[config.mk]
export PLATFORM = sky130hd
export DESIGN_NAME = mmio_io_controller_flat
export DESIGN_NICKNAME = d
export VERILOG_FILES = /design/src/rtl/mmio_io_controller_if.sv /design/src/rtl/mmio_io_controller.sv /design/src/flat_wrapper.sv
export SDC_FILE = /design/constraint.sdc
export NUM_CORES = 1
export LEC_CHECK = 0
export ABC_CLOCK_PERIOD_IN_PS = 5100
export BUFFER_PORTS_ARGS = -buffer_cell sky130_fd_sc_hd__clkbuf_2
export CORE_UTILIZATION = 50
export CTS_CLUSTER_SIZE = 25
export DETAILED_ROUTE_END_ITERATION = 10
export PLACE_DENSITY = 0.77
export SLEW_MARGIN = 20
export SYNTH_ARGS = -nofsm -noshare
export SYNTH_HDL_FRONTEND = slang
export SYNTH_SLANG_ARGS = --single-unit
[constraint.sdc]
create_clock -name clk -period 5.1 [get_ports clk]
set_clock_uncertainty 0.05 [all_clocks]
set_input_delay 0.51 -clock clk [delete_from_list [all_inputs] [get_ports clk]]
set_output_delay 0.51 -clock clk [all_outputs]
set_load 0.005 [all_outputs]
[src/rtl/mmio_io_controller_if.sv]
// ----------------------------------------------------------------------------
// mmio_io_controller_if
// CPU-side I/O access bundle for mmio_io_controller.
//   io_req    : access valid this cycle
//   io_we     : 1 = write, 0 = read
//   io_sel    : target (0 switches, 1 LED, 2 tube, 3 status)
//   io_width  : bytes to read from the switches
//   io_sext   : sign-extend a narrow switch read
//   io_wdata  : write data
//   io_rdata  : read data, valid while io_ready=1, otherwise 0
//   io_ready  : access completes this cycle
//   cpu_stall : CPU must hold its request and stall
// The CPU drives through modport master; the controller uses modport slave.
// ----------------------------------------------------------------------------
interface mmio_io_controller_if;
  logic        io_req;
  logic        io_we;
  logic [1:0]  io_sel;
  logic [2:0]  io_width;
  logic        io_sext;
  logic [31:0] io_wdata;
  logic [31:0] io_rdata;
  logic        io_ready;
  logic        cpu_stall;

  modport master (
    output io_req, io_we, io_sel, io_width, io_sext, io_wdata,
    input  io_rdata, io_ready, cpu_stall
  );

  modport slave (
    input  io_req, io_we, io_sel, io_width, io_sext, io_wdata,
    output io_rdata, io_ready, cpu_stall
  );
endinterface

[src/rtl/mmio_io_controller.sv]
// ----------------------------------------------------------------------------
// mmio_io_controller
// Memory-mapped I/O sequencer between the CPU load/store path and board I/O.
// LED/tube/status accesses complete in the request cycle. A switch read
// stalls the CPU while the user enters one byte per debounced button press;
// the assembled value returns zero- or sign-extended in a single DONE cycle.
// Ports:
//   clk, rst_n   : clock, asynchronous active-low reset
//   bus          : CPU access bundle (mmio_io_controller_if.slave)
//   sw_in        : raw switch levels (8)
//   btn_in       : raw confirm button
//   led_out      : LED register (16)
//   tube_value   : tube display register (32)
//   byte_idx     : index of the byte currently awaited
//   input_active : high while waiting for user input
// ----------------------------------------------------------------------------
module mmio_io_controller #(
  parameter int               CNT_W           = 20,
  parameter logic [CNT_W-1:0] DEBOUNCE_CYCLES = 20'd1000000
) (
  input  logic                        clk,
  input  logic                        rst_n,
  mmio_io_controller_if.slave         bus,
  input  logic [7:0]                  sw_in,
  input  logic                        btn_in,
  output logic [15:0]                 led_out,
  output logic [31:0]                 tube_value,
  output logic [1:0]                  byte_idx,
  output logic                        input_active
);

  localparam logic [CNT_W-1:0] DB_LAST = DEBOUNCE_CYCLES - CNT_W'(1);

  typedef enum logic [1:0] {
    IDLE         = 2'd0,
    WAIT_PRESS   = 2'd1,
    WAIT_RELEASE = 2'd2,
    DONE         = 2'd3
  } state_t;

  // Map the requested byte count onto 1..4.
  function automatic logic [2:0] eff_width(input logic [2:0] w);
    logic [2:0] r;
    case (w)
      3'd0:                   r = 3'd1;
      3'd1, 3'd2, 3'd3, 3'd4: r = w;
      default:                r = 3'd4;
    endcase
    return r;
  endfunction

  // Zero- or sign-extend the assembled switch value from its byte width.
  function automatic logic [31:0] extend_read(input logic [31:0] raw,
                                              input logic [2:0]  width,
                                              input logic        sext);
    logic [31:0] r;
    case (width)
      3'd1:    r = {{24{sext & raw[7]}},  raw[7:0]};
      3'd2:    r = {{16{sext & raw[15]}}, raw[15:0]};
      3'd3:    r = {{8{sext & raw[23]}},  raw[23:0]};
      default: r = raw;
    endcase
    return r;
  endfunction

  state_t           state_r, state_nxt_s;
  logic [7:0]       sw_meta_r, sw_sync_r;
  logic             btn_meta_r, btn_sync_r;
  logic             btn_db_r, btn_db_prev_r;
  logic [CNT_W-1:0] db_cnt_r;
  logic             press_s;
  logic [31:0]      buf_r;
  logic [2:0]       count_r;
  logic [2:0]       width_r;
  logic             sext_r;
  logic [15:0]      led_r;
  logic [31:0]      tube_r;

  logic             start_read_s, capture_s, wr_led_s, wr_tube_s;
  logic             io_ready_s, cpu_stall_s, input_active_s;
  logic [31:0]      io_rdata_s;

  // Two-flop synchronizers for the raw board inputs.
  always_ff @(posedge clk or negedge rst_n) begin
    if (!rst_n) begin
      sw_meta_r  <= 8'h00;
      sw_sync_r  <= 8'h00;
      btn_meta_r <= 1'b0;
      btn_sync_r <= 1'b0;
    end else begin
      sw_meta_r  <= sw_in;
      sw_sync_r  <= sw_meta_r;
      btn_meta_r <= btn_in;
      btn_sync_r <= btn_meta_r;
    end
  end

  // Debounce: the synchronized level must differ for DEBOUNCE_CYCLES edges in a row.
  always_ff @(posedge clk or negedge rst_n) begin
    if (!rst_n) begin
      db_cnt_r      <= {CNT_W{1'b0}};
      btn_db_r      <= 1'b0;
      btn_db_prev_r <= 1'b0;
    end else begin
      btn_db_prev_r <= btn_db_r;
      if (btn_sync_r != btn_db_r) begin
        if (db_cnt_r == DB_LAST) begin
          btn_db_r <= btn_sync_r;
          db_cnt_r <= {CNT_W{1'b0}};
        end else begin
          db_cnt_r <= db_cnt_r + CNT_W'(1);
        end
      end else begin
        db_cnt_r <= {CNT_W{1'b0}};
      end
    end
  end

  assign press_s = btn_db_r & ~btn_db_prev_r;

  // FSM state register.
  always_ff @(posedge clk or negedge rst_n) begin
    if (!rst_n) begin
      state_r <= IDLE;
    end else begin
      state_r <= state_nxt_s;
    end
  end

  // FSM next-state and combinational bus responses.
  always_comb begin
    state_nxt_s    = state_r;
    start_read_s   = 1'b0;
    capture_s      = 1'b0;
    wr_led_s       = 1'b0;
    wr_tube_s      = 1'b0;
    io_ready_s     = 1'b0;
    cpu_stall_s    = 1'b0;
    input_active_s = 1'b0;
    io_rdata_s     = 32'h0000_0000;
    case (state_r)
      IDLE: begin
        if (bus.io_req) begin
          if (bus.io_we) begin
            io_ready_s = 1'b1;
            case (bus.io_sel)
              2'd1:    wr_led_s  = 1'b1;
              2'd2:    wr_tube_s = 1'b1;
              default: wr_led_s  = 1'b0;
            endcase
          end else if (bus.io_sel == 2'd0) begin
            cpu_stall_s  = 1'b1;
            start_read_s = 1'b1;
            // A button already held down must be released before byte 0.
            state_nxt_s  = btn_db_r ? WAIT_RELEASE : WAIT_PRESS;
          end else begin
            io_ready_s = 1'b1;
            case (bus.io_sel)
              2'd1:    io_rdata_s = {16'h0000, led_r};
              2'd2:    io_rdata_s = tube_r;
              default: io_rdata_s = {23'h000000, btn_db_r, sw_sync_r};
            endcase
          end
        end else begin
          state_nxt_s = IDLE;
        end
      end
      WAIT_PRESS: begin
        cpu_stall_s    = 1'b1;
        input_active_s = 1'b1;
        if (press_s) begin
          capture_s   = 1'b1;
          state_nxt_s = WAIT_RELEASE;
        end else begin
          state_nxt_s = WAIT_PRESS;
        end
      end
      WAIT_RELEASE: begin
        cpu_stall_s    = 1'b1;
        input_active_s = 1'b1;
        if (!btn_db_r) begin
          state_nxt_s = (count_r == width_r) ? DONE : WAIT_PRESS;
        end else begin
          state_nxt_s = WAIT_RELEASE;
        end
      end
      DONE: begin
        io_ready_s  = 1'b1;
        io_rdata_s  = extend_read(buf_r, width_r, sext_r);
        state_nxt_s = IDLE;
      end
      default: begin
        state_nxt_s = IDLE;
      end
    endcase
  end

  // Switch-read datapath: byte buffer, byte counter, latched width/extension.
  always_ff @(posedge clk or negedge rst_n) begin
    if (!rst_n) begin
      buf_r   <= 32'h0000_0000;
      count_r <= 3'd0;
      width_r <= 3'd1;
      sext_r  <= 1'b0;
    end else if (start_read_s) begin
      buf_r   <= 32'h0000_0000;
      count_r <= 3'd0;
      width_r <= eff_width(bus.io_width);
      sext_r  <= bus.io_sext;
    end else if (capture_s) begin
      buf_r[{count_r[1:0], 3'b000} +: 8] <= sw_sync_r;
      count_r <= count_r + 3'd1;
    end else begin
      count_r <= count_r;
    end
  end

  // LED and tube output registers.
  always_ff @(posedge clk or negedge rst_n) begin
    if (!rst_n) begin
      led_r  <= 16'h0000;
      tube_r <= 32'h0000_0000;
    end else begin
      if (wr_led_s) begin
        led_r <= bus.io_wdata[15:0];
      end
      if (wr_tube_s) begin
        tube_r <= bus.io_wdata;
      end
    end
  end

  assign bus.io_ready  = io_ready_s;
  assign bus.io_rdata  = io_rdata_s;
  assign bus.cpu_stall = cpu_stall_s;
  assign led_out       = led_r;
  assign tube_value    = tube_r;
  assign byte_idx      = count_r[1:0];
  assign input_active  = input_active_s;

endmodule

[src/flat_wrapper.sv]
// flat-port wrapper written by rule: the top's interface ports become plain ports
module mmio_io_controller_flat 
#(
  parameter int               CNT_W           = 20,
  parameter logic [CNT_W-1:0] DEBOUNCE_CYCLES = 20'd1000000
)
  (clk, rst_n, sw_in, btn_in, led_out, tube_value, byte_idx, input_active, bus_io_req, bus_io_we, bus_io_sel, bus_io_width, bus_io_sext, bus_io_wdata, bus_io_rdata, bus_io_ready, bus_cpu_stall);
  mmio_io_controller_if bus_i ();
  input  logic clk;
  input  logic rst_n;
  input  logic [7:0] sw_in;
  input  logic btn_in;
  output logic [15:0] led_out;
  output logic [31:0] tube_value;
  output logic [1:0] byte_idx;
  output logic input_active;
  input wire logic [$bits(bus_i.io_req)-1:0] bus_io_req;
  input wire logic [$bits(bus_i.io_we)-1:0] bus_io_we;
  input wire logic [$bits(bus_i.io_sel)-1:0] bus_io_sel;
  input wire logic [$bits(bus_i.io_width)-1:0] bus_io_width;
  input wire logic [$bits(bus_i.io_sext)-1:0] bus_io_sext;
  input wire logic [$bits(bus_i.io_wdata)-1:0] bus_io_wdata;
  output wire logic [$bits(bus_i.io_rdata)-1:0] bus_io_rdata;
  output wire logic [$bits(bus_i.io_ready)-1:0] bus_io_ready;
  output wire logic [$bits(bus_i.cpu_stall)-1:0] bus_cpu_stall;
  assign bus_i.io_req = bus_io_req;
  assign bus_i.io_we = bus_io_we;
  assign bus_i.io_sel = bus_io_sel;
  assign bus_i.io_width = bus_io_width;
  assign bus_i.io_sext = bus_io_sext;
  assign bus_i.io_wdata = bus_io_wdata;
  assign bus_io_rdata = bus_i.io_rdata;
  assign bus_io_ready = bus_i.io_ready;
  assign bus_cpu_stall = bus_i.cpu_stall;
  mmio_io_controller #(.CNT_W(CNT_W), .DEBOUNCE_CYCLES(DEBOUNCE_CYCLES)) u_core (.clk(clk), .rst_n(rst_n), .bus(bus_i), .sw_in(sw_in), .btn_in(btn_in), .led_out(led_out), .tube_value(tube_value), .byte_idx(byte_idx), .input_active(input_active));
endmodule
==> results.cfg <==
[routing]
route.detailed.drc = 8
avgRoutedWirePerCell_um = 17.34
viasPerCell = 5.722
finalWirelength_mm = 14.31
first_iter_violations = 269
vias = 4721
antenna_left = 0
drtPass1Iterations = 7

[clocking]
insertion_delay_ns = 0.42
cts_root_buffer = clkbuf_16
cts_hold_repair.buffers = 0
clk_path_buf_depth = 2
numCtsBuffers = 17
h-tree-depth = 4
cts_tree = built
ctsResizeCount = 0
cts.reportedPaths.clkPinSlew_ns = 0.05
clock-sinks = 129
cts_setup_buffers = 0

[worst_hold_path]
min_from = sw_in[6]
hp-class = in2reg
hold-path-cell-count = 1
hold-path-endpoint = u_core.sw_meta_r[6]$_DFF_PN0_

[flow_run]
drv_cap = 0

[logic_synthesis]
synth_ff_type = dfrtp_1
syn_avg_cell_area_um2 = 11.11
ys_seq_elements = 129
syn_nets = 607
yosysWarnings = 0
synth_area_um2 = 6023
synth_edf_count = 0
ys_types = 52
syn_inst = 542
async_flop_share = 1.000
seq_area_frac_synth = 0.5361

[global_route]
track_usage = 0.2457
grt_pass1_wl_mm = 24.04
grt-ovfl-total = 0
grt_pass1_vias = 4802
antenna_found_initial = 0
grt_max_degree = 78

[timing]
hold_viol = 0
worstMarginPinSlew_ns = 1.065
relSlewSlack = 0.2866
drv_slew = 0
period_share = 0.7133
setup_viol = 0
finalSetupTns_ns = 0
grt_setup_unrepaired = false
fmax_ghz = 0.2749
fin_crit_ns = 3.638

[setup_path]
regToRegSetupSlack_ns = 2.56
slowest_stage = nor3b_2
crit_chain = inv_1, ha_1, nand4bb_1, nor3b_2, nand2_1, o21ai_0, clkbuf_2
r2r-start = u_core.state_r[1]$_DFFE_PN0P_
cp-start-kind = register
crit_type = reg2out
cp.required_ns = 4.54
worstSetupEndpointType = output pin
critPathMaxFanout = 16
crit_arrival_ns = 3.08
critPathMaxStageDelay_ns = 1.00
crit_buf_inv = 2
r2r_end = u_core.tube_value[11]$_DFFE_PN0P_
rr_worst_depth = 6
cp_top_family = simple AND/OR/NAND/NOR gates

[power_and_ir_drop]
leakagePower_nw = 3.446
power.density_nw_per_um2 = 395.5
ir_drop_mv = 0.2461
power.total_mw = 2.912

[floorplanning]
die_h_um = 111.8
die_area_um2 = 12490
dieWidth_um = 111.8
rows = 39
coreArea_um2 = 11560
initial_core_util = 0.5208
io_pins = 136

[cells_and_area]
num_antenna_cells = 0
drive_gt1_frac = 0.3358
fill_cells = 911
nets = 734
stdcell_area_um2 = 7363
layout.cells.most_common = clkbuf_2
fin_util = 0.6367
layout_common_cells = clkbuf_2, dfrtp_1, nor2_1, mux2_2, nand2_1
area_growth_pct = 22.25
final_cells = 825

[placement]
dpl.cell_count = 793
hpwlAfterDp_mm = 10.00
place.gp.congestion = 0.8658
place_area_um2 = 6785
numPortBuffers = 135

[status]
violations = DRC
status = complete, but fails checks
## worst reg2reg max path: stages (launching register included)
cell and delay [ns]:
dfrtp_1 0.41, inv_1 0.12, ha_1 0.29, nand2_1 0.13, inv_1 0.12, nand3_2 0.71, mux2_2 0.58
## report_power, final
part	switching [mW]	total, mW	internal [mW]
logic	0.221	0.464	0.244
registers	0.130	1.29	1.16
clock network	0.428	1.16	0.730
## layout make-up
| type | count | area [um^2] | area share |
|---|---|---|---|
| clock buffer | 23 | 498.0 | 0.06763 |
| clock inverter | 9 | 80.08 | 0.01088 |
| inverter | 13 | 48.80 | 0.006627 |
| multi-input combinational | 371 | 2635 | 0.3579 |
| sequential | 129 | 3229 | 0.4386 |
| tap | 143 | 178.9 | 0.02430 |
| timing repair buffer | 137 | 693.2 | 0.09414 |
## registers in the layout, indices dropped and copies added, names as in the netlist
signal and cells:
u_core.db_cnt_r 20, u_core.led_out 16, u_core.tube_value 32, u_core.width_r 3, u_core.btn_db_r 1, u_core.buf_r 32, u_core.btn_sync_r 1, u_core.btn_meta_r 1
u_core.sw_sync_r 8, u_core.state_r 2, u_core.btn_db_prev_r 1, u_core.count_r 3, u_core.sext_r 1, u_core.sw_meta_r 8
## per-layer routing
| metal | part of all wire | up-vias | track usage |
|---|---|---|---|
| li1 | - | 2212 | - |
| met1 | 0.44 | 2367 | 0.3265 |
| met2 | 0.50 | 126 | 0.4008 |
| met3 | 0.047 | 16 | 0.05661 |
| met4 | 0.0094 | 0 | 0.07748 |
| met5 | 0 | - | 0 |
## metrics by stage
stage / setup slack, ns / hold slack (ns)
2_1_floorplan: 2.589 / 0.1644
3_3_place_gp: 1.943 / 0.2824
3_5_place_dp: 1.776 / 0.2864
4_1_cts: 1.442 / 0.1351
5_1_grt: 1.173 / 0.1423
6_report: 1.462 / 0.1479
## how the worst max path moves through the flow
stage                                        from                to  slack (ns)  depth (start not counted)
floorplan           u_core.state_r[0]$_DFFE_PN0P_  bus_io_rdata[16]        2.59                          7
detailed placement                  bus_io_sel[0]  bus_io_rdata[18]        1.78                          8
global placement                    bus_io_sel[0]  bus_io_rdata[23]        1.94                          8
CTS                 u_core.state_r[1]$_DFFE_PN0P_  bus_io_rdata[19]        1.44                          7
finish              u_core.state_r[1]$_DFFE_PN0P_  bus_io_rdata[19]        1.46                          7
global route        u_core.state_r[1]$_DFFE_PN0P_  bus_io_rdata[25]        1.17                          7
## synthesized netlist by cell type (2+ instances only)
| cell type | n | area, um^2 |
|---|---|---|
| mux2i_1 | 3 | 30.03 |
| xor2_1 | 7 | 61.31 |
| a21oi_1 | 35 | 175.2 |
| nand4_1 | 4 | 25.02 |
| a22oi_1 | 8 | 60.06 |
| o21ai_0 | 26 | 130.1 |
| nand2_1 | 46 | 172.7 |
| ha_1 | 14 | 175.2 |
| nor4_1 | 5 | 31.28 |
| nand3b_1 | 4 | 30.03 |
| a22o_1 | 39 | 341.6 |
| nor3_1 | 7 | 35.03 |
| nand4b_1 | 2 | 17.52 |
| buf_1 | 3 | 11.26 |
| nor2b_1 | 2 | 12.51 |
| and4_1 | 3 | 26.28 |
| a211oi_1 | 8 | 60.06 |
| nand3_1 | 8 | 40.04 |
| xnor2_1 | 14 | 122.6 |
| inv_1 | 13 | 48.80 |
| or3_1 | 2 | 12.51 |
| mux2_2 | 49 | 551.8 |
| or2_2 | 2 | 12.51 |
| and4b_1 | 2 | 20.02 |
| clkbuf_1 | 23 | 86.33 |
| dfrtp_1 | 128 | 3203 |
| nor2_1 | 49 | 183.9 |
| o21a_1 | 8 | 60.06 |
| nand2b_1 | 3 | 18.77 |
| buf_4 | 3 | 22.52 |
## kinds of logic (layout without fill, tap and decap cells)
group | after synthesis | count (layout) | synth area share
and+or+nand+nor | 150 | 150 | 0.1263
AOI/OAI and AO/OA | 134 | 134 | 0.1533
DFF | 129 | 129 | 0.5361
muxes | 52 | 52 | 0.09659
buffers and inverters | 42 | 182 | 0.02804
xor gates and xnor gates | 21 | 21 | 0.03054
adders and majority gates | 14 | 14 | 0.02908
(Power assumes the default switching activity.)
